==> src/rtl/cla_alu_pkg.sv <==
// Shared definitions for the pipelined carry-lookahead ALU: op codes, stage count, parameter legality.
// Latency: n/a (package, no logic).
// Backpressure: n/a.
package cla_alu_pkg;

    typedef enum logic [1:0] {
        OP_ADD  = 2'b00,
        OP_SUB  = 2'b01,
        OP_ACC  = 2'b10,
        OP_LOAD = 2'b11
    } cla_op_e;

    // Number of pipeline stages: one per slice of the operand.
    function automatic int cla_stages(input int width, input int slice_width);
        return width / slice_width;
    endfunction

    // Slices must tile the word exactly and groups must tile a slice exactly.
    function automatic bit cla_params_ok(input int width, input int slice_width, input int group_width);
        return (width > 0) && (slice_width > 0) && (group_width > 0) &&
               ((width % slice_width) == 0) && ((slice_width % group_width) == 0);
    endfunction

endpackage

==> src/rtl/cla_slice.sv <==
// Combinational two-level carry-lookahead adder for one slice, built from GROUP_WIDTH-bit groups.
// Latency: zero cycles (purely combinational).
// Backpressure: none; the enclosing pipeline stage owns flow control.
module cla_slice
    import cla_alu_pkg::*;
#(
    parameter int SLICE_WIDTH = 4,
    parameter int GROUP_WIDTH = 2
) (
    input  logic [SLICE_WIDTH-1:0] i_a,
    input  logic [SLICE_WIDTH-1:0] i_b,
    input  logic                   i_cin,
    output logic [SLICE_WIDTH-1:0] o_sum,
    output logic                   o_cout,
    output logic                   o_cmsb
);
    localparam int NG = SLICE_WIDTH / GROUP_WIDTH;
    localparam int GW = GROUP_WIDTH;

    if (!cla_params_ok(SLICE_WIDTH, SLICE_WIDTH, GROUP_WIDTH)) begin : g_bad_params
        $error("cla_slice: GROUP_WIDTH must divide SLICE_WIDTH");
    end

    // Bit g/p -> group G/P -> lookahead group carries -> bit carries inside each group.
    always_comb begin
        logic [SLICE_WIDTH-1:0] g;
        logic [SLICE_WIDTH-1:0] p;
        logic [NG-1:0]          gg;
        logic [NG-1:0]          gp;
        logic [NG:0]            gc;
        logic [SLICE_WIDTH:0]   c;
        logic                   term;
        logic                   prod;

        g    = i_a & i_b;
        p    = i_a ^ i_b;
        gg   = '0;
        gp   = '0;
        gc   = '0;
        c    = '0;
        term = 1'b0;
        prod = 1'b0;

        for (int j = 0; j < NG; j++) begin
            gg[j] = 1'b0;
            gp[j] = 1'b1;
            for (int i = 0; i < GW; i++) begin
                gg[j] = g[j*GW+i] | (p[j*GW+i] & gg[j]);
                gp[j] = gp[j] & p[j*GW+i];
            end
        end

        // Second level: each group carry is a flat sum of products, not a ripple.
        gc[0] = i_cin;
        for (int j = 0; j < NG; j++) begin
            term = gg[j];
            prod = gp[j];
            for (int m = j - 1; m >= 0; m--) begin
                term = term | (prod & gg[m]);
                prod = prod & gp[m];
            end
            gc[j+1] = term | (prod & i_cin);
        end

        for (int j = 0; j < NG; j++) begin
            c[j*GW] = gc[j];
            for (int i = 0; i < GW - 1; i++) begin
                c[j*GW+i+1] = g[j*GW+i] | (p[j*GW+i] & c[j*GW+i]);
            end
        end
        c[SLICE_WIDTH] = gc[NG];

        o_sum  = p ^ c[SLICE_WIDTH-1:0];
        o_cout = c[SLICE_WIDTH];
        o_cmsb = c[SLICE_WIDTH-1];
    end

endmodule

==> src/rtl/pipelined_cla_alu.sv <==
// Pipelined CLA ALU (ADD/SUB/ACC/LOAD), one SLICE_WIDTH slice added per stage with registered inter-slice carry.
// Latency: result valid STAGES cycles after accept; one op per cycle when out_ready stays high.
// Backpressure: whole pipeline freezes while out_valid && !out_ready; in_ready mirrors the advance condition.
module pipelined_cla_alu
    import cla_alu_pkg::*;
#(
    parameter int WIDTH       = 16,
    parameter int SLICE_WIDTH = 4,
    parameter int GROUP_WIDTH = 2
) (
    input  logic             clock,
    input  logic             reset,
    input  logic             in_valid,
    output logic             in_ready,
    input  logic [1:0]       op,
    input  logic             carry_in,
    input  logic [WIDTH-1:0] x,
    input  logic [WIDTH-1:0] y,
    output logic             out_valid,
    input  logic             out_ready,
    output logic [WIDTH-1:0] z,
    output logic             carry_out,
    output logic             overflow
);
    localparam int STAGES = cla_stages(WIDTH, SLICE_WIDTH);
    localparam int SW     = SLICE_WIDTH;

    if (!cla_params_ok(WIDTH, SLICE_WIDTH, GROUP_WIDTH)) begin : g_bad_params
        $error("pipelined_cla_alu: WIDTH must be a multiple of SLICE_WIDTH, SLICE_WIDTH of GROUP_WIDTH");
    end

    // Rank k holds the op about to be processed by stage k. Carrying the whole
    // operand word down the ranks delays slice k by exactly k cycles, and r_sum
    // collects the finished low slices so the result leaves the last stage aligned.
    logic             r_vld [STAGES];
    logic [1:0]       r_op  [STAGES];
    logic [WIDTH-1:0] r_x   [STAGES];
    logic [WIDTH-1:0] r_y   [STAGES];
    logic [WIDTH-1:0] r_sum [STAGES];
    logic             r_c   [STAGES];
    logic [WIDTH-1:0] r_acc;

    logic             r_out_vld;
    logic [WIDTH-1:0] r_z;
    logic             r_co;
    logic             r_ovf;

    logic             w_advance;
    logic             w_take;
    logic             w_cin0;
    logic [SW-1:0]    w_s       [STAGES];
    logic             w_co      [STAGES];
    logic             w_cm      [STAGES];
    logic [WIDTH-1:0] w_sum_nxt [STAGES];

    assign w_advance = out_ready | ~r_out_vld;
    assign w_take    = in_valid & w_advance;
    assign in_ready  = w_advance;
    assign out_valid = r_out_vld;
    assign z         = r_z;
    assign carry_out = r_co;
    assign overflow  = r_ovf;

    // Effective carry into slice 0: SUB turns carry_in into a borrow, LOAD adds nothing.
    always_comb begin
        w_cin0 = carry_in;
        case (op)
            OP_SUB:  w_cin0 = ~carry_in;
            OP_LOAD: w_cin0 = 1'b0;
            default: w_cin0 = carry_in;
        endcase
    end

    for (genvar k = 0; k < STAGES; k++) begin : g_stage
        logic [SW-1:0]    w_a;
        logic [SW-1:0]    w_b;
        logic [SW-1:0]    w_xs;
        logic [WIDTH-1:0] w_merge;

        assign w_xs = r_x[k][k*SW +: SW];

        // Operand select: ACC adds x onto the accumulator slice, LOAD passes x through (B=0, cin=0).
        always_comb begin
            w_a = w_xs;
            w_b = r_y[k][k*SW +: SW];
            case (r_op[k])
                OP_SUB:  w_b = ~r_y[k][k*SW +: SW];
                OP_ACC:  begin
                    w_a = r_acc[k*SW +: SW];
                    w_b = w_xs;
                end
                OP_LOAD: w_b = '0;
                default: w_b = r_y[k][k*SW +: SW];
            endcase
        end

        cla_slice #(
            .SLICE_WIDTH (SLICE_WIDTH),
            .GROUP_WIDTH (GROUP_WIDTH)
        ) u_slice (
            .i_a    (w_a),
            .i_b    (w_b),
            .i_cin  (r_c[k]),
            .o_sum  (w_s[k]),
            .o_cout (w_co[k]),
            .o_cmsb (w_cm[k])
        );

        // Splice this stage's slice into the partially assembled result word.
        always_comb begin
            w_merge               = r_sum[k];
            w_merge[k*SW +: SW]   = w_s[k];
        end

        assign w_sum_nxt[k] = w_merge;
    end

    // Pipeline ranks, accumulator slices and output register all move together on advance.
    always_ff @(posedge clock or negedge reset) begin
        if (!reset) begin
            for (int k = 0; k < STAGES; k++) begin
                r_vld[k] <= 1'b0;
                r_op[k]  <= '0;
                r_x[k]   <= '0;
                r_y[k]   <= '0;
                r_sum[k] <= '0;
                r_c[k]   <= 1'b0;
            end
            r_acc     <= '0;
            r_out_vld <= 1'b0;
            r_z       <= '0;
            r_co      <= 1'b0;
            r_ovf     <= 1'b0;
        end else if (w_advance) begin
            r_vld[0] <= w_take;
            if (w_take) begin
                r_op[0]  <= op;
                r_x[0]   <= x;
                r_y[0]   <= y;
                r_c[0]   <= w_cin0;
                r_sum[0] <= '0;
            end
            for (int k = 1; k < STAGES; k++) begin
                r_vld[k] <= r_vld[k-1];
                r_op[k]  <= r_op[k-1];
                r_x[k]   <= r_x[k-1];
                r_y[k]   <= r_y[k-1];
                r_c[k]   <= w_co[k-1];
                r_sum[k] <= w_sum_nxt[k-1];
            end
            // Each slice is updated as its op passes, so a following ACC reads it one cycle later.
            for (int k = 0; k < STAGES; k++) begin
                if (r_vld[k] && ((r_op[k] == OP_ACC) || (r_op[k] == OP_LOAD))) begin
                    r_acc[k*SW +: SW] <= w_s[k];
                end
            end
            r_out_vld <= r_vld[STAGES-1];
            if (r_vld[STAGES-1]) begin
                r_z   <= w_sum_nxt[STAGES-1];
                r_co  <= w_co[STAGES-1];
                r_ovf <= w_co[STAGES-1] ^ w_cm[STAGES-1];
            end
        end
    end

endmodule

==> config.mk <==
export PLATFORM = sky130hd
export DESIGN_NAME = pipelined_cla_alu
export DESIGN_NICKNAME = d
export VERILOG_FILES = /design/src/rtl/cla_alu_pkg.sv /design/src/rtl/cla_slice.sv /design/src/rtl/pipelined_cla_alu.sv
export SDC_FILE = /design/constraint.sdc
export NUM_CORES = 1
export LEC_CHECK = 0
export BUFFER_PORTS_ARGS = -buffer_cell sky130_fd_sc_hd__buf_2
export CORE_MARGIN = 2
export CORE_UTILIZATION = 25
export DETAILED_ROUTE_END_ITERATION = 16
export SYNTH_ARGS = -nofsm -noshare
export SYNTH_HDL_FRONTEND = slang
export SYNTH_SLANG_ARGS = --single-unit
export TNS_END_PERCENT = 5
==> constraint.sdc <==
create_clock -name clock -period 4.06 [get_ports clock]
set_clock_uncertainty 0.2 [all_clocks]
set_input_delay 1.015 -clock clock [delete_from_list [all_inputs] [get_ports clock]]
set_output_delay 1.015 -clock clock [all_outputs]
set_load 0.02 [all_outputs]
# After elaboration in Yosys (flattened, before gate mapping)
# Index checks and enable logic that the tools add are counted.
[totals] ff_bits=203 out_inout_bits=20 elab_cells=157
[op_classes] n_eq_ne=14 muxes=9 n_bitwise=89 n_reduce_logical=14
[ops] op="$pmux W4 S3" count=4
[ops] op="$and A1 B1 Y1" count=41
[ops] op="$xor A4 B4 Y4" count=8
[ops] op="$or A1 B1 Y1" count=29
[ops] op="$eq A2 B2 Y1 const B" count=9
[ops] op="$and A4 B4 Y4" count=4
[ops] op="$mux W4" count=4
[ops] op="$not A4 Y4" count=4
[ops] op="$reduce_and A2 Y1" count=6
[ops] op="$eq A2 B1 Y1 const B" count=5
[ops] op="$logic_and A1 B1 Y1" count=4
[ops] op="$logic_or A1 B1 Y1" count=4
[ops] op="$not A1 Y1" count=2
[ops] op="$pmux W1 S2" count=1
[ops] op="$xor A1 B1 Y1" count=1

# Depth between registers and ports, before layout
[depth] ltp_word=9 mapped_depth=9 ltp_nobuf=8

# Cells and area by module
# Synthesis repeated with hierarchy kept, for this count alone.
[unflattened] cells_unflattened=500 hier_area_um2=7159.4
[modules_own_cells] module="pipelined_cla_alu" instances=1 cells_per_inst=416 area_each_um2=6488.7 seq_area_each_um2=3878.7
[modules_own_cells] module="cla_slice" instances=4 cells_per_inst=21 area_each_um2=167.7 seq_area_each_um2=0.0

# Worst setup path after synthesis
# OpenSTA, ideal clock, no wires.
[synth_path] kind="input to output" startpoint="in out_ready" endpoint="out in_ready" t_arrival_ns=1.691 path_slack_ns=1.154 path_stages=5 path_buffers=4 path_cell_list="nand2b_4 buf_6 buf_6 buf_6 buf_6"
[synth_between] elab_chain_cells=1
[synth_lines] item="start, declared" line_no="pipelined_cla_alu.sv:20" rtl="input logic out_ready,"
[synth_lines] item="$or A1 B1 Y1" line_no="pipelined_cla_alu.sv:56" rtl="assign w_advance = out_ready | ~r_out_vld;"
[synth_lines] item="end, declared" line_no="pipelined_cla_alu.sv:14" rtl="output logic in_ready,"
# No other way between the ends.

# Worst setup path in the final report
# Ends and elaborated chain as after synthesis.

==> results_dict.tcl <==
set metrics [dict create \
    status "completed" \
    dp_hpwl_mm 8.60 \
    path_class "in -> out" \
    wl_per_cell_um 13.2 \
    drt_iter0_drc 211 \
    cts_buffers 17 \
    drv_slew 0 \
    core_mm2 0.0276 \
    dr.pass1.iters 4 \
    cts.path.max_buffers 2 \
    reg2reg_to "g_stage[3].w_merge[11]$_DFFE_PN0N_" \
    diodes 0 \
    worstPathArrival_ns 1.78 \
    yosysWarnings 0 \
    finalWirelength_mm 12.2 \
    filler_cell_count 2819 \
    cp.depth 3 \
    cts_hold_buf 0 \
    cts-resized-gates 0 \
    vias_per_cell 4.08 \
    synth_nets 537 \
    start_kind "input pin" \
    power_density_mw_per_mm2 923 \
    synth_area_per_cell_um2 14.7 \
    globalplace.congestion 0.732 \
    die-area_mm2 0.0291 \
    ant_nets 0 \
    nNetsFinal 596 \
    rsz0062_at_grt "false" \
    hold_class "reg -> reg" \
    dieHeight_um 171 \
    io_pins 59 \
    cts.sinks 155 \
    grt_pass1_wl_mm 21.1 \
    cts.htree.levels 4 \
    finalPower_mw 7.52 \
    period_share 0.738 \
    critPathMaxFanout 36 \
    cts_post_setup_buffers_inserted 0 \
    rows 61 \
    period_needed_ns 3.00 \
    cts_tree "done" \
    antenna_found_initial 1 \
    die_x_um 171 \
    max_stage_delay_ns 0.40 \
    cts_root_buf "clkbuf_16" \
    area_growth_pct 17.3 \
    synth_area_mm2 0.00694 \
    ir_worst_vdd_mv 0.324 \
    clock_latency_ns 0.42 \
    grt_util_all_layers 0.0915 \
    clkTransAtPathRegs_ns 0.06 \
    initial_core_util 0.252 \
    crit_path_end "in_ready" \
    rrSetupSlack_ns 1.10 \
    grt_pass1_vias 3942 \
    cellLeakagePower_nw 3.58 \
    fmax_mhz 334 \
    maxCapViolations 0 \
    holdWs_ns 0.271 \
    tns_ns 0 \
    drc 0 \
    path_cells "buf_2 > nand2b_4 > buf_2" \
    relSlewSlack 0.501 \
    synth-seq-cells 155 \
    grt_max_degree 83 \
    cp_common_cell "buf_2" \
    rr_worst_depth 8 \
    critPathBufInv 2 \
    crit_slowest_cell "nand2b_4" \
    r2r_start "r_op[3]$_DFFE_PN0N_" \
    gr-total-overflow 0 \
    setup.worst_path.start "out_ready" \
    yosysSeqAreaShare 0.559 \
    worst_ep_required_time_ns 2.84 \
    finalHoldViolCount 0 \
    cp_top_family "simple AND/OR/NAND/NOR gates" \
    post_synth_inst_count 474 \
    dr_total_vias 3770 \
    worst_pin_slew_ns 0.748 \
    drive_above_1_share 0.451 \
    ys_types 27 \
    setup_viol_count_final 0 \
    holdPathStages 2 \
    cp-end-kind "primary output" \
    io_buffers 58 \
]
==> state kept, by name, summed over array words and instances (netlist names) <==
signal,cells
r_vld,4
r_op,8
out_valid,1
overflow,1
carry_out,1
r_acc,16
g_stage.w_xs,16
r_x,24
r_y,40
g_stage.w_merge,24
z,16
r_c,4
==> cell type report <==
type                    count  area, um^2  share of cell area
clock buffers              17         425              0.0522
inverters                   2        7.51            0.000922
repair buffers             64         354              0.0435
well taps                 378         473              0.0581
multi-input cells         293        2880               0.353
flip-flops and latches    155        3880               0.476
clock inverters            15         131              0.0161
==> per-layer routing <==
layer,global-route usage,up-vias,routed length (um)
met1,0.133,1869,6350
met5,0,-,16
met4,0.0368,2,182
li1,-,1822,-
met2,0.124,60,4960
met3,0.0303,17,714
==> Yosys cell counts <==
cell / number / share of area
a211oi_1: 1 / 0.0011
clkbuf_1: 1 / 0.00054
xnor2_1: 9 / 0.011
a21oi_1: 17 / 0.012
mux2i_1: 16 / 0.023
and3_4: 2 / 0.0032
a21o_1: 8 / 0.0086
fa_1: 8 / 0.023
dfrtp_1: 155 / 0.56
nand3_1: 4 / 0.0029
buf_6: 9 / 0.015
nor2_1: 15 / 0.0081
nand2b_1: 9 / 0.0081
buf_4: 3 / 0.0032
nor3_1: 1 / 0.00072
nand2_1: 9 / 0.0049
and3_1: 1 / 0.00090
a31oi_1: 3 / 0.0027
inv_1: 2 / 0.0011
o22ai_1: 16 / 0.014
o211ai_1: 1 / 0.0011
mux2_4: 22 / 0.048
ha_1: 16 / 0.029
mux2_2: 125 / 0.20
buf_2: 11 / 0.0079
o21ai_0: 9 / 0.0065
nand2b_4: 1 / 0.0020
==> worst min-delay path by stage <==
stage,start,end,slack [ns]
final,overflow$_DFFE_PN0P_,overflow$_DFFE_PN0P_,0.27
after CTS,z[13]$_DFFE_PN0P_,z[13]$_DFFE_PN0P_,0.28
after floorplan,r_acc[13]$_DFFE_PN0P_,r_acc[13]$_DFFE_PN0P_,0.25
after global routing,overflow$_DFFE_PN0P_,overflow$_DFFE_PN0P_,0.30
after global placement,overflow$_DFFE_PN0P_,overflow$_DFFE_PN0P_,0.27
after detailed placement,z[13]$_DFFE_PN0P_,z[13]$_DFFE_PN0P_,0.26
==> worst reg2reg max path: cells and delay by family (launching register included) <==
| family | cells | cell delay [ns] |
|---|---|---|
| adder cells (fa/ha/maj) | 2 | 0.73 |
| flip-flops | 1 | 0.52 |
| AO/OA/AOI/OAI | 3 | 0.49 |
| multiplexers | 1 | 0.39 |
| AND/OR/NAND/NOR | 1 | 0.24 |
| XOR/XNOR | 1 | 0.24 |
==> cell families after synthesis <==
logic type,synth area share
AOI/OAI and AO/OA,0.0467
adders and majority gates,0.0519
xor gates and xnor gates,0.0114
muxes,0.273
buffers and inverters,0.0274
and+or+nand+nor,0.0308
DFF,0.559
==> metrics by stage <==
stage | cells | instance area [um^2] | setup slack (ns) | utilization
global route | 924 | 8150 | 0.935 | 0.296
CTS | 924 | 8150 | 1.07 | 0.296
global placement | 892 | 7590 | 1.07 | 0.275
floorplan | 474 | 6940 | 1.15 | -
detailed placement | 892 | 7590 | 1.07 | 0.275
finish | 924 | 8150 | 1.06 | 0.296
==> placed cells by master (no fill, tap or decap) <==
cell	Yosys	final
buf_6	9	1
inv_6	0	3
and3_4	2	2
a21oi_1	17	17
buf_4	3	5
clkinvlp_4	0	4
nand2b_1	9	9
o22ai_1	16	16
buf_2	11	57
buf_12	0	1
a211oi_1	1	1
nand2b_4	1	1
fa_1	8	8
mux2i_1	16	16
clkinv_4	0	1
o21ai_0	9	9
clkinv_2	0	2
ha_1	16	16
nor2_1	15	15
o211ai_1	1	1
mux2_4	22	22
mux2_2	125	125
nor3_1	1	1
a31oi_1	3	3
nand3_1	4	4
dfrtp_1	155	155
and3_1	1	1
nand2_1	9	9
a21o_1	8	8
inv_1	2	2
inv_8	0	5
xnor2_1	9	9
clkbuf_16	0	17
==> where the power goes <==
part           internal (mW)  switching, mW  total, mW
registers               2.29          0.511       2.80
clock network          0.806          0.689       1.50
logic                   1.76           1.46       3.22
total                   4.86           2.66       7.52
Power figures use the tool's default switching activity.
